==> src/rtl/sr_ff_driver.sv <==
// sr_ff_driver: initiator side of an S/R flip-flop link.
// Accepts target bits and drives S/R from the excitation table against the flop's Q feedback.
// It then waits a settle window and checks Q against the target.
// Optional mismatch checking (err / err_cnt) is built only when SR_DRV_CHECK_EN is defined.
//
// state  | meaning
// IDLE   | ready for a target (in_ready=1 once out of reset)
// DRIVE  | S/R asserted for exactly one cycle
// SETTLE | S=R=0 for SETTLE_CYC cycles while the flop settles
// CHECK  | one cycle; at its closing edge Q is compared and done pulses
module sr_ff_driver #(
  parameter int SETTLE_CYC = 1,
  parameter int ERR_W      = 8
) (
  input  logic             clk,
  input  logic             rst_n,
  input  logic             in_valid,
  input  logic             in_data,
  output logic             in_ready,
  input  logic             q_fb,
  output logic             s_out,
  output logic             r_out,
  output logic             done,
  output logic             err,
  output logic [ERR_W-1:0] err_cnt,
  input  logic             clr_err
);

  typedef enum logic [1:0] {IDLE, DRIVE, SETTLE, CHECK} state_t;

  state_t     state;
  logic       target;
  logic [3:0] settle_cnt;

  // Sequencing FSM with registered S/R, ready and done outputs
  always_ff @(posedge clk or negedge rst_n) begin
    if (!rst_n) begin
      state      <= IDLE;
      target     <= 1'b0;
      settle_cnt <= 4'd0;
      s_out      <= 1'b0;
      r_out      <= 1'b0;
      in_ready   <= 1'b0;
      done       <= 1'b0;
    end else begin
      done <= 1'b0;
      case (state)
        IDLE: begin
          if (!in_ready) begin
            in_ready <= 1'b1;
          end else if (in_valid) begin
            target   <= in_data;
            // Excitation table: set only on 0->1, reset only on 1->0, never both
            s_out    <= in_data & ~q_fb;
            r_out    <= ~in_data & q_fb;
            in_ready <= 1'b0;
            state    <= DRIVE;
          end
        end
        DRIVE: begin
          s_out      <= 1'b0;
          r_out      <= 1'b0;
          settle_cnt <= 4'(SETTLE_CYC - 1);
          state      <= SETTLE;
        end
        SETTLE: begin
          if (settle_cnt == 4'd0) state <= CHECK;
          else settle_cnt <= settle_cnt - 4'd1;
        end
        CHECK: begin
          done     <= 1'b1;
          in_ready <= 1'b1;
          state    <= IDLE;
        end
        default: state <= IDLE;
      endcase
    end
  end

`ifdef SR_DRV_CHECK_EN
  logic mismatch;
  assign mismatch = (state == CHECK) && (q_fb != target);

  // Mismatch pulse and saturating counter; a clear beats a simultaneous increment
  always_ff @(posedge clk or negedge rst_n) begin
    if (!rst_n) begin
      err     <= 1'b0;
      err_cnt <= '0;
    end else begin
      err <= mismatch;
      if (clr_err) err_cnt <= '0;
      else if (mismatch && (err_cnt != {ERR_W{1'b1}})) err_cnt <= err_cnt + ERR_W'(1);
    end
  end
`else
  logic unused_inputs;
  assign unused_inputs = clr_err ^ target;
  assign err     = 1'b0;
  assign err_cnt = '0;
`endif

endmodule

==> config.mk <==
export PLATFORM = sky130hd
export DESIGN_NAME = sr_ff_driver
export DESIGN_NICKNAME = d
export VERILOG_FILES = /design/src/rtl/sr_ff_driver.sv
export SDC_FILE = /design/constraint.sdc
export NUM_CORES = 1
export LEC_CHECK = 0
export CAP_MARGIN = 20
export CORE_MARGIN = 1
export CORE_UTILIZATION = 42
export CTS_BUF_LIST = sky130_fd_sc_hd__clkbuf_2 sky130_fd_sc_hd__clkbuf_4 sky130_fd_sc_hd__clkbuf_8
export DETAILED_ROUTE_END_ITERATION = 10
export PLACE_DENSITY = 0.81
export SLEW_MARGIN = 20
export SYNTH_ARGS = -nofsm -noshare
export SYNTH_HDL_FRONTEND = slang
export SYNTH_SLANG_ARGS = --single-unit
==> constraint.sdc <==
create_clock -name clk -period 1.65 [get_ports clk]
set_input_delay 0.495 -clock clk [delete_from_list [all_inputs] [get_ports clk]]
set_output_delay 0.495 -clock clk [all_outputs]
set_load 0.1 [all_outputs]
Word-level counts from Yosys, hierarchy flattened
Cells that the tools add are included.
Widths: inputs -> output; s select.
Word-level totals
  output and inout port bits: 13
  bits of input ports: 6
  register bits: 10
Operators by class
  bitwise operators: 4
  add/subtract/negate cells: 1
  muxes and demuxes: 16
  eq/ne operators: 7
  reduce and logical (&&, ||, !) cells: 8
Operators by type and width (count)
  $ne 2x2->1 const B: 4
  $pmux 2 s4: 1
  $pmux 4 s2: 1
  $mux 1: 7
  $mux 2: 3
  $pmux 1 s2: 3
  $reduce_and 3->1: 2
  $reduce_bool 2->1: 3
  $eq 2x2->1 const B: 2
  $logic_not 4->1: 1
  $mux 4: 1
  $sub 4x1->4 const B: 1
  $and 1x1->1: 2
  $eq 2x1->1 const B: 1
  $logic_not 2->1: 1
  $not 1->1: 2
  $reduce_and 2->1: 1

Logic depth before layout (Yosys ltp)
  depth in word-level cells: 5
  mapped depth: 5

Worst setup path before layout
OpenSTA, ideal clock, no wires.
  path type: register -> register
  from: register in_ready
  to: register r_out
  stages on the path, launching flop included: 4
  arrival time: 1.742 ns
  buffers on the path: 0
  slack: -0.163 ns
  required time: 1.579 ns
  clock period less this slack: 1.813 ns
  cell sequence: dfrtp_1 -> a21boi_2 -> or4b_1 -> nand3_1
Between the ends
  cells in the longest elaborated chain, start to end: 2
Ends and longest elaborated chain
  start, declared: line 19  | output logic in_ready,
  start signal, assigned: line 43  | in_ready <= 1'b0;
  start signal, assigned: line 50  | in_ready <= 1'b1;
  start signal, assigned: line 56  | in_ready <= 1'b0;
  $ne 2x2->1 (no line)
  $reduce_and 3->1 (no line)
  end signal, assigned: line 55  | r_out <= ~in_data & q_fb;
  end, declared: line 22  | output logic r_out,
Every way passes these cells.
A chain may end at the register's enable or synchronous reset.

Final worst setup path
  from: register state[1]
  to: register r_out
Between the ends
  cells in the longest elaborated chain, start to end: 3
Ends and longest elaborated chain
  start, declared: line 31  | state_t state;
  start signal, assigned: line 38  | state <= IDLE;
  start signal, assigned: line 57  | state <= DRIVE;
  start signal, assigned: line 64  | state <= SETTLE;
  $eq 2x1->1 / $logic_not 2->1 (equally long branches): line 47  | case (state)
  $reduce_bool 2->1 (no line) / $ne 2x2->1 (equally long branches)
  $reduce_and 3->1 (no line)
Parallel ways exist; a longest one is shown, timed or not.

==> results.cfg <==
[synthesis]
seq_area_frac_synth = 0.400
syn_area_um2 = 626
synth.avg_cell_area_um2 = 9.93
yosysUniqueCellTypes = 21
synth_common_cells = 10 x dfrtp_1, 9 x buf_4, 8 x nand2_1, 6 x ha_1
synth-async-reset-ratio = 1.00
synth.area.top_cells = dfrtp_1 40%, ha_1 12%, buf_4 11%, nand2_1 4.8%, mux2_1 3.6%
synth_area_leader_cell = dfrtp_1
yosysWarnings = 0
ys_ff_latch = 10
synth_edf_count = 0
synthCells = 63
synth_top_cell_area_share = 0.400
synthFlopType = dfrtp_1
synth.most_common_cell = dfrtp_1

[outcome]
status = complete, no violations

[routing]
vias_per_cell = 4.95
routed_wl_mm = 1.15
wl_per_cell_um = 12.4
ant_nets = 0
drtIter0Drc = 3
vias = 460
firstDrtPassIters = 4
post-route-drc-count = 0

[finish]
nets = 91
regArea_um2 = 251
final_util = 0.597
fill_cells = 114
syn2layout_area_growth_pct = 28.8
multi_input_area_um2 = 334
layout-drive-gt1-share = 0.218
n_antenna_cell = 0

[place]
place_ws_ns = -0.150
hpwlAfterDp_um = 863
gp_congestion = 0.750
io_buffers = 8

[job]
maxCapViolations = 0

[floorplanning]
core_um2 = 1350
row_count = 13
io_pins = 19
die_w_um = 40.6
die_area_um2 = 1650
start_util = 0.463
die_h_um = 40.6

[global_route]
grt_pass1_vias = 456
antenna_found_initial = 0
grt_overflow_total = 0
grt_pass1_wl_mm = 1.84
grtUsageTotal = 0.181
grt_max_degree = 11

[cts]
cts_buffer_depth = 2
clock_latency_ns = 0.26
clock-sinks = 10
htree_levels = 1
tritoncts = built
cts_buffers = 3
clkSlewWorstSetupHoldPaths_ns = 0.07
clk_root_buffer_cell = clkbuf_4

[sta]
period_share = 0.968
finalMaxSlewViolations = 0
hold_violations = 0
clock_skew_ns = 0.00137
layout_min_cycle_time_ns = 1.60
setup-violations-final = 0
max_freq_mhz = 626
worst_slack_ns = 0.0521

[critical_path]
crit_chain = inv_1 > ha_1 > a21boi_2 > or4b_1 > nand3_1
cp-startpoint = state[1]
criticalPathCategory = register to register
arrival_ns = 1.80
r2r_start = state[1]
worstPathMaxFanout = 6
critPathSlowestCell = or4b_1
worstPathRequired_ns = 1.85
cp-start-kind = register
slowest_delay_ns = 0.52
end_kind = register

[pwr]
p_leak_nw = 0.402
vdd_drop_max_mv = 1.05
powerDensity_nw_per_um2 = 2040

[worst_hold_path]
hold_path.class = input port to async pin
[report_power, final]
part           leakage [nW]  internal [mW]  total, mW  switching [mW]
combinational         0.252          0.371       1.02           0.653
sequential            0.129          0.319      0.398          0.0785
clock                0.0210          0.134      0.222          0.0879
total                 0.402          0.824       1.64           0.820
[routing by layer]
layer  track usage  share of wire  up-vias
li1              -              -      223
met1         0.195           0.41      211
met2         0.294           0.49       22
met3        0.0556          0.064        4
met4         0.133          0.030        0
met5             0              0        -
[critical path, delay by kind of cell, from the launching register on]
kind | cells | cell delay, ns
simple gates | 2 | 0.62
flops | 1 | 0.40
fa+ha+maj | 1 | 0.21
compound gates | 1 | 0.21
buf+inv | 1 | 0.10
[final timing paths]
check	depth (start not counted)	slack, ns	endpoint
max	5	0.05	r_out
min	1	0.54	s_out
max reg2reg	5	0.05	r_out
min reg2reg	1	0.54	in_ready
max in group asynchronous	1	0.77	in_ready
min in group clk	1	0.54	in_ready
[layout by cell type (no fill, tap or decap), types with 2 or more instances in the layout]
cell type and count:
buf_4 4, nor2_1 4, inv_1 4, nand2b_1 3, clkdlybuf4s50_1 4, nand2_1 8
or4b_1 2, nand3_1 3, mux2i_1 2, ha_1 6, dfrtp_1 9, clkbuf_4 3
conb_1 9, buf_12 4
[per-stage QoR]
stage	power, mW	setup TNS (ns)	instance area (µm²)	instances	hold slack, ns
floorplan	1.07	0	657	71	0.199
global placement	1.33	-0.366	743	87	0.516
detailed placement	1.36	-0.389	743	87	0.542
CTS	1.59	0	779	91	0.556
global route	1.74	-0.00737	806	93	0.572
finish	1.64	0	806	93	0.542
[repair_timing]
action / in CTS / in global routing
gates resized for setup: 0 / 2
buffers inserted: 0 / 2
hold buffers: 0 / 0
setup endpoints to repair: 0 / 2
[cell families (layout without fill, tap and decap cells)]
family                     count (synthesis)  in the layout  share of synthesized area
muxes                                      4              4                     0.0680
AOI/OAI and AO/OA                          6              6                     0.0800
DFF                                       10             10                      0.400
buffers and inverters                     13             20                      0.132
other                                      1              9                    0.00599
and+or+nand+nor                           23             23                      0.194
adders and majority gates                  6              6                      0.120
[sequential cells by signal, indices dropped and copies added, names as in the netlist]
| name | count |
|---|---|
| in_ready | 1 |
| settle_cnt | 4 |
| state | 2 |
| s_out | 1 |
| done | 1 |
| r_out | 1 |
[cell type report]
class	count	share of cell area
repair buffers	12	0.186
clock buffers	4	0.0450
flip-flops and latches	10	0.312
well taps	15	0.0233
inverters	4	0.0186
multi-input cells	48	0.415
(Power assumes the default switching activity.)
